**src/rtl/btn_press_fsm_pkg.sv**
```systemverilog
// rtl/btn_press_fsm_pkg.sv - shared FSM state codes and board timing constants
package btn_press_fsm_pkg;

    typedef logic [2:0] state_t;

    localparam state_t ST_IDLE       = 3'd0;
    localparam state_t ST_DB_PRESS   = 3'd1;
    localparam state_t ST_HELD       = 3'd2;
    localparam state_t ST_LONG       = 3'd3;
    localparam state_t ST_DB_RELEASE = 3'd4;

    localparam int unsigned BOARD_CLK_HZ        = 100_000_000;
    // 10 ms debounce window and 1 s long-press threshold at the board clock
    localparam int unsigned DEF_DEBOUNCE_CYCLES = BOARD_CLK_HZ / 100;
    localparam int unsigned DEF_LONG_CYCLES     = BOARD_CLK_HZ;

endpackage

```
**src/rtl/btn_sync.sv**
```systemverilog
// rtl/btn_sync.sv - two-flop synchronizer for asynchronous button/switch inputs
module btn_sync (
    input  logic clk,
    input  logic rst,
    input  logic d,
    output logic q
);

    logic meta;

    always_ff @(posedge clk) begin
        if (rst) begin
            meta <= 1'b0;
            q    <= 1'b0;
        end else begin
            meta <= d;
            q    <= meta;
        end
    end

endmodule

```
**src/rtl/btn_press_fsm.sv**
```systemverilog
// rtl/btn_press_fsm.sv - debounced pushbutton with short/long press classification
module btn_press_fsm
    import btn_press_fsm_pkg::*;
#(
    parameter int unsigned DEBOUNCE_CYCLES = DEF_DEBOUNCE_CYCLES,
    parameter int unsigned LONG_CYCLES     = DEF_LONG_CYCLES
) (
    input  logic       clk,
    input  logic       rst,
    input  logic       BTN0,
    output logic       btn_level,
    output logic       press_pulse,
    output logic       release_pulse,
    output logic       short_press,
    output logic       long_press,
    output logic [7:0] press_count,
    output logic [1:0] step
);

    localparam logic [31:0] DB_LAST   = DEBOUNCE_CYCLES - 1;
    localparam logic [31:0] HOLD_LAST = LONG_CYCLES - 1;

    logic        btn_sync;
    state_t      state;
    logic [31:0] cnt;
    logic [31:0] hcnt;
    logic        lf;

    btn_sync u_sync (
        .clk (clk),
        .rst (rst),
        .d   (BTN0),
        .q   (btn_sync)
    );

    always_ff @(posedge clk) begin
        if (rst) begin
            state         <= ST_IDLE;
            cnt           <= '0;
            hcnt          <= '0;
            lf            <= 1'b0;
            btn_level     <= 1'b0;
            press_pulse   <= 1'b0;
            release_pulse <= 1'b0;
            short_press   <= 1'b0;
            long_press    <= 1'b0;
            press_count   <= '0;
            step          <= '0;
        end else begin
            press_pulse   <= 1'b0;
            release_pulse <= 1'b0;
            short_press   <= 1'b0;
            long_press    <= 1'b0;

            // counters follow the registered pulses, so they lag them by a cycle
            if (press_pulse)
                press_count <= press_count + 8'd1;
            if (short_press)
                step <= step + 2'd1;
            else if (long_press)
                step <= 2'd0;

            case (state)
                ST_IDLE: begin
                    if (btn_sync) begin
                        state <= ST_DB_PRESS;
                        cnt   <= '0;
                    end
                end
                ST_DB_PRESS: begin
                    if (!btn_sync) begin
                        state <= ST_IDLE;
                    end else if (cnt == DB_LAST) begin
                        state       <= ST_HELD;
                        btn_level   <= 1'b1;
                        press_pulse <= 1'b1;
                        hcnt        <= '0;
                        lf          <= 1'b0;
                    end else begin
                        cnt <= cnt + 32'd1;
                    end
                end
                ST_HELD: begin
                    if (!btn_sync) begin
                        state <= ST_DB_RELEASE;
                        cnt   <= '0;
                    end else if (hcnt == HOLD_LAST) begin
                        state      <= ST_LONG;
                        long_press <= 1'b1;
                        lf         <= 1'b1;
                    end else begin
                        hcnt <= hcnt + 32'd1;
                    end
                end
                ST_LONG: begin
                    if (!btn_sync) begin
                        state <= ST_DB_RELEASE;
                        cnt   <= '0;
                    end
                end
                ST_DB_RELEASE: begin
                    // a short low glitch returns to the hold state without touching hcnt
                    if (btn_sync) begin
                        state <= lf ? ST_LONG : ST_HELD;
                    end else if (cnt == DB_LAST) begin
                        state         <= ST_IDLE;
                        btn_level     <= 1'b0;
                        release_pulse <= 1'b1;
                        short_press   <= !lf;
                    end else begin
                        cnt <= cnt + 32'd1;
                    end
                end
                default: state <= ST_IDLE;
            endcase
        end
    end

endmodule

```
**config.mk**
```make
export PLATFORM = sky130hd
export DESIGN_NAME = btn_press_fsm
export DESIGN_NICKNAME = d
export VERILOG_FILES = /design/src/rtl/btn_press_fsm_pkg.sv /design/src/rtl/btn_sync.sv /design/src/rtl/btn_press_fsm.sv
export SDC_FILE = /design/constraint.sdc
export NUM_CORES = 1
export LEC_CHECK = 0
export BUFFER_PORTS_ARGS = -buffer_cell sky130_fd_sc_hd__buf_2
export CORE_MARGIN = 2
export CORE_UTILIZATION = 40
export CTS_CLUSTER_SIZE = 40
export DETAILED_ROUTE_END_ITERATION = 10
export GPL_TIMING_DRIVEN = 0
export PLACE_DENSITY = 0.54
export SLEW_MARGIN = 20
export SYNTH_ARGS = -nofsm -noshare
export SYNTH_HDL_FRONTEND = slang
export SYNTH_SLANG_ARGS = --single-unit
```
**constraint.sdc**
```tcl
create_clock -name clk -period 2.23 [get_ports clk]
set_input_delay 0.5575 -clock clk [delete_from_list [all_inputs] [get_ports clk]]
set_output_delay 0.5575 -clock clk [all_outputs]
set_load 0.05 [all_outputs]
```
# --- Yosys cells after proc, flatten, opt, wreduce, memory -nomap -nowiden ---
# Index checks and enable logic that the tools add are counted.
totals:
  elab_cells: 91
  in_bits: 3
  mem_bits_ro: 0
  latch_bits: 0
  output_inout_bits: 15
  mem_count: 0
  ram_bits: 0
  ff_bits: 85
classes:
  n_reduce_logical: 16
  addsub: 4
  bitwise: 5
  div_mod_pow: 0
  multipliers: 0
  n_shift: 0
  mux: 34
  n_lt_le_gt_ge: 0
  eq_ne: 19
op_table:
  columns: ["cell", "n"]
  rows:
  - ["two-way mux 32 bit", 9]
  - ["case mux 32 bit (4 select lines)", 1]
  - ["adder 32 x 1 -> 32 bit, second input constant", 2]
  - ["case mux 32 bit (2 select lines)", 1]
  - ["equality test 32 x 20 -> 1 bit, second input constant", 1]
  - ["equality test 32 x 27 -> 1 bit, second input constant", 1]
  - ["AND reduction 5 bit", 5]
  - ["two-way mux 3 bit", 8]
  - ["case mux 3 bit (5 select lines)", 1]
  - ["inequality test 2 bit, second input constant", 7]
  - ["two-way mux 1 bit", 10]
  - ["OR reduction 3 bit", 3]
  - ["adder 8 x 1 -> 8 bit, second input constant", 1]
  - ["equality test 3 x 2 -> 1 bit, second input constant", 2]
  - ["inequality test 2 x 1 -> 1 bit, second input constant", 3]
  - ["inequality test 3 bit, second input constant", 2]
  - ["nonzero test 2 bit", 3]
  - ["inverter 1 bit", 5]
  - ["two-way mux 2 bit", 2]
  - ["case mux 1 bit (2 select lines)", 2]
  - ["nonzero test 4 bit", 1]
  - ["OR reduction 4 bit", 1]
  - ["equality test 3 x 1 -> 1 bit, second input constant", 1]
  - ["equality test 3 bit, second input constant", 1]
  - ["5 further kinds", 5]

# --- Depth between registers and ports, before layout ---
# Gate-level depths: netlist (run 1).
depth:
  depth_word: 4
  ltp_mapped: 11
  depth_no_buf: 7

# --- By module ---
# From an unflattened synthesis (run 1), not the netlist that was laid out.
hier_totals:
  hier_cells: 555
  hier_area_um2: 4429.2
by_module_without_submodules:
  columns: ["mod", "seq_area_each_um2", "area_each_um2", "n_inst", "cells_per_inst"]
  rows:
  - ["btn_press_fsm", 1661.6, 4376.7, 1, 551]
  - ["btn_sync", 40.0, 52.6, 1, 4]

# --- Worst setup path after synthesis (run 1) ---
# OpenSTA, ideal clock, no wires.
synth_path:
  path_type: "reg-to-reg"
  startpoint: "register cnt[0]"
  endpoint: "register cnt[29]"
  required_ps: 2095
  t_arrival_ps: 2036
  path_slack_ps: 59
  stages_incl_launch_ff: 11
  path_buffers: 3
  path_cell_list: "dfxtp_1 ha_1 and3_1 buf_2 nand4_1 nor3_2 o211a_1 buf_2 buf_4 o311ai_0 o41ai_1"
synth_via:
  elab_chain_len: 4
  word_cells_on_any_way: 6
synth_lines:
  columns: ["element", "line_no", "rtl"]
  rows:
  - ["from (decl)", "btn_press_fsm.sv:25", "logic [31:0] cnt;"]
  - ["from (signal assigned)", "btn_press_fsm.sv:80", "cnt <= cnt + 32'd1;"]
  - ["from (signal assigned)", "btn_press_fsm.sv:111", "cnt <= cnt + 32'd1;"]
  - ["adder 32 x 1 -> 32 bit or equality test 32 x 20 -> 1 bit (tied branches)", null, null]
  - ["two-way mux 32 bit *", "btn_press_fsm.sv:73, btn_press_fsm.sv:105", null]
  - ["two-way mux 32 bit (on tied branches)", "btn_press_fsm.sv:103, btn_press_fsm.sv:71", null]
  - ["case mux 32 bit (4 select lines) *", "btn_press_fsm.sv:63", "case (state)"]
# Every way passes the cells marked *; elsewhere a longest branch is shown, timed or not. The select of a mux whose other input is x is not followed.
# A chain may end at the register's enable or synchronous reset.

# --- Worst setup path after layout (run 1) ---
layout_path:
  startpoint: "register cnt[29]"
  endpoint: "register hcnt[16]"
layout_via:
  elab_chain_len: 3
layout_lines:
  columns: ["element", "line_no", "rtl"]
  rows:
  - ["equality test 32 x 20 -> 1 bit", "btn_press_fsm.sv:73", "end else if (cnt == DB_LAST) begin"]
  - ["inequality test 2 bit (no source line)", null, null]
  - ["AND reduction 5 bit (no source line)", null, null]
  - ["to (signal assigned)", "btn_press_fsm.sv:92", "hcnt <= hcnt + 32'd1;"]
  - ["to (decl)", "btn_press_fsm.sv:26", "logic [31:0] hcnt;"]
# Every way passes these cells.

==> results of run 1 <==
==> cell families after synthesis <==
| kind of cell | share of synthesized area, % |
|---|---|
| buffers and inverters | 5.04 |
| XOR/XNOR | 4.19 |
| AO/OA/AOI/OAI | 17.8 |
| flip-flops | 38.7 |
| adder cells (fa/ha/maj) | 0.855 |
| AND/OR/NAND/NOR | 32.2 |
| multiplexers | 1.14 |
==> worst register-to-register path, delay by kind of cell (launching register included) <==
kind / cells / cell delay, ps
AND/OR/NAND/NOR: 4 / 1260
flip-flops: 1 / 360
AO/OA/AOI/OAI: 2 / 240
buffers and inverters: 2 / 320
==> flip-flops by register name, indices dropped and copies added (netlist names) <==
signal and count:
state 3, step 2, release_pulse 1, btn_level 1, u_sync.meta 1, u_sync.q 1
press_count 8, hcnt 32, cnt 32, short_press 1, long_press 1, lf 1
press_pulse 1
==> routing by layer <==
metal	global-route usage (%)	part of all wire [%]	routed length (um)	vias up
met5	0	0	0	-
met4	5.86	1.2	138	0
met3	5.32	3.3	397	13
met2	33.5	49	5800	61
met1	26.4	47	5590	2006
li1	-	-	-	2073
==> Yosys cell counts (4+ instances only) <==
| cell type | n | area share, % |
|---|---|---|
| sky130_fd_sc_hd__a21oi_1 | 42 | 4.8 |
| sky130_fd_sc_hd__and3_1 | 10 | 1.4 |
| sky130_fd_sc_hd__and4_1 | 7 | 1.4 |
| sky130_fd_sc_hd__buf_1 | 4 | 0.34 |
| sky130_fd_sc_hd__buf_2 | 9 | 1.0 |
| sky130_fd_sc_hd__buf_6 | 5 | 1.3 |
| sky130_fd_sc_hd__clkbuf_1 | 12 | 1.0 |
| sky130_fd_sc_hd__dfxtp_1 | 85 | 39 |
| sky130_fd_sc_hd__inv_1 | 12 | 1.0 |
| sky130_fd_sc_hd__mux2i_1 | 5 | 1.1 |
| sky130_fd_sc_hd__nand2_1 | 45 | 3.8 |
| sky130_fd_sc_hd__nand2b_1 | 5 | 0.71 |
| sky130_fd_sc_hd__nand3_1 | 25 | 2.8 |
| sky130_fd_sc_hd__nand4_1 | 18 | 2.6 |
| sky130_fd_sc_hd__nor2_1 | 44 | 3.8 |
| sky130_fd_sc_hd__nor2b_1 | 6 | 0.85 |
| sky130_fd_sc_hd__nor3_1 | 19 | 2.2 |
| sky130_fd_sc_hd__nor4_1 | 9 | 1.3 |
| sky130_fd_sc_hd__o2111ai_1 | 7 | 1.4 |
| sky130_fd_sc_hd__o211ai_1 | 7 | 1.2 |
| sky130_fd_sc_hd__o21ai_0 | 33 | 3.8 |
| sky130_fd_sc_hd__o31ai_1 | 12 | 2.1 |
| sky130_fd_sc_hd__or3_1 | 24 | 3.4 |
| sky130_fd_sc_hd__or4_1 | 15 | 2.6 |
| sky130_fd_sc_hd__xor2_1 | 18 | 3.6 |
==> worst min path at each step <==
stage | from | slack, ps | to
2_1_floorplan | u_sync.meta | 410 | u_sync.q
3_3_place_gp | u_sync.meta | 440 | u_sync.q
3_5_place_dp | u_sync.meta | 440 | u_sync.q
4_1_cts | BTN0 | 400 | u_sync.meta
5_1_grt | BTN0 | 410 | u_sync.meta
6_report | BTN0 | 420 | u_sync.meta
==> power by group <==
part	internal [uW]	leakage [uW]	total (uW)	switching, uW
combinational	33.9	0.00107	109	75.4
clock	689	0.000116	1260	567
sequential	1520	0.000695	1520	0.539
==> stage by stage <==
step	cell area, sq um	hold slack, ps	worst slack [ps]	power, uW
after detailed placement	4650	439	-423	1650
after CTS	5130	399	-49.6	2910
after global routing	5430	406	-73.7	2990
final	5430	418	-9.37	2880
after global placement	4650	438	-414	1650
after floorplan	4390	414	59.1	1610
==> cell type report <==
cell class / instances / area [sq um]
buffer: 31 / 221
clock buffer: 12 / 155
clock inverter: 4 / 70.1
fill: 1048 / 5360
inverter: 12 / 45.0
multi-input combinational: 404 / 2730
sequential: 85 / 1730
tap: 140 / 175
timing repair buffer: 42 / 305
==> repair_timing <==
item | CTS | global route
buffers inserted | 10 | 15
hold buffers | 0 | 0
endpoints found under the setup margin | 62 | 63
resized for setup | 36 | 59
gates cloned | 1 | 0
pin swaps | 15 | 40
==> reports/summary.txt, run 1 <==
================================================================================
Outcome ........................................................... complete, but fails checks
Violations in the final reports ................................... negative setup slack
Critical path peak fanout .........................................            8
Count of state elements after synthesis ...........................           85
Most frequent cell on the critical path ........................... sky130_fd_sc_hd__nor4_4
Setup repair after global routing missed its margin ...............         true
Leading cell type in the layout, fill and taps excluded ........... sky130_fd_sc_hd__dfxtp_1
CTS sink cnt ......................................................           85
Overall via count from detail_route ...............................         4153
Clock Root Buffer ................................................. sky130_fd_sc_hd__clkbuf_8
Core area .........................................................  10800 sq um
Number of global-route vias before repair .........................         3782
Remaining global-route overflow ...................................            0
Antenna cells .....................................................            0
FFs w/ async S/R, synth ...........................................           0%
PortBufs ..........................................................           17
Register-to-register path setup slack .............................        -9 ps
Post-detailed-route wirelength per cell ...........................      16.3 um
Post-synthesis area per instance ..................................   8.26 sq um
Ratio of routed vias to standard cells ............................         5.69
Sequential fraction of the synthesis area .........................        38.7%
Signal arrival time at the worst endpoint .........................      2540 ps
Max stage delay cell, worst path .................................. sky130_fd_sc_hd__or4_1
Number of DRC violations after detailed routing ...................            0
Power density relative to cell area ...............................  531 nW/um^2
Depth of the worst hold-timing path ...............................            2
Num rows ..........................................................           38
Post-layout utilization of the core ...............................        50.3%
Number of levels in the clock H-tree ..............................            3
Die Wd ............................................................       109 um
Routability Congestion ............................................        0.785
Detailed Routing Iterations Pass 1 ................................            4
Synthesized instance count ........................................          532
Crit Path Category ................................................   reg -> reg
Clock transition at path regs .....................................        90 ps
Clock tree from TritonCTS .........................................         done
FF-to-FF End ......................................................     hcnt[16]
Number of buffers created by CTS ..................................            9
Post-detailed-route count of antenna-violating nets ...............            0
Setup crit start kind .............................................         flop
Type of element capturing the critical path .......................         flop
Count of buffer and inverter cells on the critical path ...........            2
DPL Wire Length ...................................................      7.73 mm
Post-synthesis instance area ......................................   4390 sq um
Skew-Pair Late Insertion Delay ....................................       370 ps
Fraction of layout instances using a drive strength above 1 .......        23.4%
Net count of the mapped netlist ...................................          538
Maximum capacitance violations ....................................            0
Prevailing post-synth register cell ............................... sky130_fd_sc_hd__dfxtp_1
Effective utilization at floorplan ................................        40.7%
Number of enable-type register cells in the synthesized netlist ...            0
Largest net degree at the start of global routing .................           14
Peak Freq .........................................................    0.447 GHz
Most frequent cells in the layout ................................. 66 x sky130_fd_sc_hd__dfxtp_1, 45 x sky130_fd_sc_hd__nand2_1, 42 x sky130_fd_sc_hd__nor2_1
Setup TNS Final ...................................................     -9.37 ps
Wire length of the first global-routing pass ......................      18.8 mm
Worst setup endpoint ..............................................     hcnt[16]
Worst path depth ..................................................            8
Max transition margin .............................................        58.0%
Worst hold path type ..............................................    in -> reg
CP peak stage delay ...............................................       480 ps
Y dimension of the die ............................................       109 um
Number of antenna violations at the first check in global routing .            0
Final Max Tran Viols ..............................................            0
Placed instance count .............................................          689
Share of the cycle needed by the critical path after routing ......         100%
Layout overhead on the synthesized area ...........................        23.7%
Number of buffers between clock root and the deepest sink .........            2
Data required time of the worst path ..............................      2530 ps
Family with the most delay on the worst path ...................... simple AND/OR/NAND/NOR gates
Worst R2R Path Depth ..............................................            8
CP startpoint .....................................................      cnt[29]
Total detailed-routing wirelength .................................      11.9 mm
Final clock skew ..................................................      7.99 ps
Worst reg2reg path startpoint .....................................      cnt[29]
Leak Pwr ..........................................................   0.00188 uW
DRT iter0 DRCs ....................................................          244
Final critical path time including I/O delays and setup ...........      2240 ps
Post-route non-filler standard cell count .........................          730
Die area ..........................................................  11800 sq um
Number of distinct library cells after synthesis ..................           59
Worst supply voltage drop on vdd ..................................   0.000525 V
Least setup slack across all paths after layout ...................     -9.37 ps
Total count of hold-check failures in the final report ............            0
Post-layout nets ..................................................          591
GR Util All Layers ................................................        20.4%
Final Setup Violations ............................................            1
Worst-path cell chain ............................................. nor4_4, nand4_4, nor4_4, buf_4, buf_8, o21ai_4, or4_1, a21oi_1
IO Count ..........................................................           18
Total of warnings raised by yosys .................................            0
Actual slew at the worst max-slew pin .............................       626 ps
================================================================================
Note: power is estimated with default switching activity, not from simulation.
==> inputs of run 2 (changes only) <==
--- a/config.mk
+++ b/config.mk
@@ -7,11 +7,11 @@
 export LEC_CHECK = 0
 export BUFFER_PORTS_ARGS = -buffer_cell sky130_fd_sc_hd__buf_2
 export CORE_MARGIN = 2
-export CORE_UTILIZATION = 40
+export CORE_UTILIZATION = 45
 export CTS_CLUSTER_SIZE = 40
 export DETAILED_ROUTE_END_ITERATION = 10
 export GPL_TIMING_DRIVEN = 0
-export PLACE_DENSITY = 0.54
+export PLACE_DENSITY = 0.6
 export SLEW_MARGIN = 20
 export SYNTH_ARGS = -nofsm -noshare
 export SYNTH_HDL_FRONTEND = slang
==> reports/summary.txt, run 2 (synthesis gave the netlist of run 1 again) <==
================================================================================
Max transition margin .............................................        52.1%   -5.9 points
PortBufs ..........................................................           17   unchanged
Post-layout nets ..................................................          597   +1.0%
Net switching power ...............................................       666 uW   +3.6%
Max stage delay cell, worst path .................................. sky130_fd_sc_hd__or4_1
Leading cell type in the layout, fill and taps excluded ........... sky130_fd_sc_hd__dfxtp_1
Signal arrival time at the worst endpoint .........................      2570 ps   +30 ps
Y dimension of the die ............................................       103 um   -5.5%
Wire length of the first global-routing pass ......................      18.2 mm   -3.2%
Power density relative to cell area ...............................  496 nW/um^2   -6.5%
Register share of total power .....................................        55.3%   +2.7 points
Remaining global-route overflow ...................................            0   unchanged
Die area ..........................................................  10600 sq um   -11%
Die Wd ............................................................       103 um   -5.5%
DPL Wire Length ...................................................      7.59 mm   -1.8%
Worst hold path type ..............................................    in -> reg
Fraction of layout instances using a drive strength above 1 .......        25.7%   +2.3 points
Total detailed-routing wirelength .................................      12.2 mm   +2.4%
Post-route non-filler standard cell count .........................          729   -0.14%
Post-detailed-route wirelength per cell ...........................      16.8 um   +2.5%
Number of buffers created by CTS ..................................            9   unchanged
CTS sink cnt ......................................................           85   unchanged
Internal portion of total power ...................................      2080 uW   -7.2%
Setup repair after global routing missed its margin ...............         true
Num rows ..........................................................           36   -5.3%
Skew-Pair Late Insertion Delay ....................................       370 ps   about the same
Leak Pwr ..........................................................   0.00191 uW   +1.6%
Final Max Tran Viols ..............................................            0   unchanged
Post-detailed-route count of antenna-violating nets ...............            0   unchanged
Number of DRC violations after detailed routing ...................            0   unchanged
Clock power share .................................................        40.2%   -3.4 points
Worst-path cell chain ............................................. nor4_4, nand4_2, buf_6, nor4_4, buf_6, o21ai_4, or4_1, a21oi_1
Min-delay src .....................................................         BTN0
Final clock skew ..................................................      13.8 ps   +5.80 ps
Maximum capacitance violations ....................................            0   unchanged
Final Setup Violations ............................................            1   unchanged
Worst reg2reg path startpoint .....................................      cnt[26]
Least setup slack across all paths after layout ...................     -34.0 ps   -24.6 ps
Layout overhead on the synthesized area ...........................        26.0%
CP startpoint .....................................................      cnt[26]
GR Util All Layers ................................................        22.1%   +1.7 points
Placed instance count .............................................          682   -1.0%
Switching part of the total power .................................        24.3%   +2.0 points
Critical path peak fanout .........................................            7   -1
Clock Root Buffer ................................................. sky130_fd_sc_hd__clkbuf_8
Number of buffers between clock root and the deepest sink .........            2   unchanged
Most frequent cells in the layout ................................. 71 x sky130_fd_sc_hd__dfxtp_1, 43 x sky130_fd_sc_hd__nand2_1, 40 x sky130_fd_sc_hd__a21oi_1, 40 x sky130_fd_sc_hd__nor2_1, 25 x sky130_fd_sc_hd__nand3_1
Total count of hold-check failures in the final report ............            0   unchanged
Antenna cells .....................................................            0   unchanged
Post-layout instance area .........................................   5530 sq um   +1.9%
IO Count ..........................................................           18   unchanged
Detailed Routing Iterations Pass 1 ................................            4   unchanged
Final critical path time including I/O delays and setup ...........      2260 ps   +24.6 ps
Hold buffer count at CTS ..........................................            0   unchanged
Register-to-register path setup slack .............................       -30 ps   -20 ps
Outcome ........................................................... complete, but fails checks
Routability Congestion ............................................        0.888   +13%
Core area .........................................................   9640 sq um   -11%
Number of global-route vias before repair .........................         3764   -0.48%
Worst supply voltage drop on vdd ..................................   0.000232 V   -56%
Largest regs ...................................................... cnt (32), hcnt (32), press_count (8)
Setup crit start kind .............................................         flop
Effective utilization at floorplan ................................        45.6%   +4.9 points
Comb pwr share ....................................................         4.5%   +0.7 points
Peak Freq .........................................................    0.442 GHz   -1.1%
Clock transition at path regs .....................................        90 ps   about the same
DRT iter0 DRCs ....................................................          203   -17%
Clock tree from TritonCTS .........................................         done
Placed inst area ..................................................   4640 sq um   -0.19%
Hold slack final ..................................................       433 ps   +15.0 ps
Total of fill cells in the finished design ........................          903   -14%
Type of element capturing the critical path .......................         flop
Count of buffer and inverter cells on the critical path ...........            2   unchanged
Share of the cycle needed by the critical path after routing ......         102%   +1.1 points
Number of antenna violations at the first check in global routing .            0   unchanged
Actual slew at the worst max-slew pin .............................       719 ps   +92.1 ps
Violations in the final reports ................................... negative setup slack
Data required time of the worst path ..............................      2540 ps   about the same
Ratio of routed vias to standard cells ............................         5.94   +4.3%
CP peak stage delay ...............................................       430 ps   -50 ps
Overall via count from detail_route ...............................         4327   +4.2%
Number of levels in the clock H-tree ..............................            3   unchanged
Largest net degree at the start of global routing .................           15   +1
Family with the most delay on the worst path ...................... simple AND/OR/NAND/NOR gates
Crit Path Category ................................................   reg -> reg
Pre-CTS setup slack ...............................................      -440 ps   -16.9 ps
================================================================================
-- run 2: cell count changes in the layout (fill, tap and decap cells not counted), sizes merged --
| cell | previous run | this run |
|---|---|---|
| buf | 59 | 63 |
| bufinv | 2 | 1 |
| clkinv | 2 | 3 |
| clkinvlp | 0 | 2 |
| o211ai | 10 | 9 |
| o21ai | 36 | 37 |
-- run 2: layout make-up --
cell class | count | area (sq um) | share of cell area, %
clock buffers | 10 | 128 | 2.31
repair buffers | 48 | 398 | 7.19
well taps | 133 | 166 | 3.01
flip-flops and latches | 85 | 1720 | 31.1
clock inverters | 6 | 63.8 | 1.15
inverters | 12 | 45.0 | 0.814
multi-input cells | 404 | 2770 | 50.0
plain buffers | 31 | 241 | 4.36
-- run 2: layer usage --
metal  part of all wire [%]  vias up  GRT usage, %
met4                    2.1        0          9.82
met1                     44     2100          28.8
met3                    4.0       19          3.12
met2                     50      109          36.6
met5                      0        -             0
li1                       -     2099             -
-- run 2: metrics by stage --
stage	setup TNS [ps]	power, uW	util, %
after floorplan	0	1610	-
after global placement	-18250	1640	48.2
after detailed placement	-19440	1640	48.2
after CTS	-49.7	2730	52.4
after global routing	-2730	2840	57.4
final	-34.0	2740	57.4
-- run 2: power by group through the flow --
stage	Clock (uW)	Sequential [uW]	Combinational (uW)
detailed placement	0	1550	89.4
floorplan	0	1550	59.0
global placement	0	1550	89.4
global route	1190	1520	132
CTS	1120	1520	91.8
finish	1100	1520	123
-- run 2: timing repair --
item                                    CTS  global route
pin swaps                                12            36
gates resized for setup                  28            96
buffers inserted                         14            13
endpoints found under the setup margin   62            57
gates cloned                              0             5
-- run 2: final timing paths --
| check | to | cells past startpoint |
|---|---|---|
| min reg2reg | u_sync.q | 1 |
| max reg2reg | hcnt[16] | 8 |
| max | hcnt[16] | 8 |
| min | u_sync.meta | 2 |
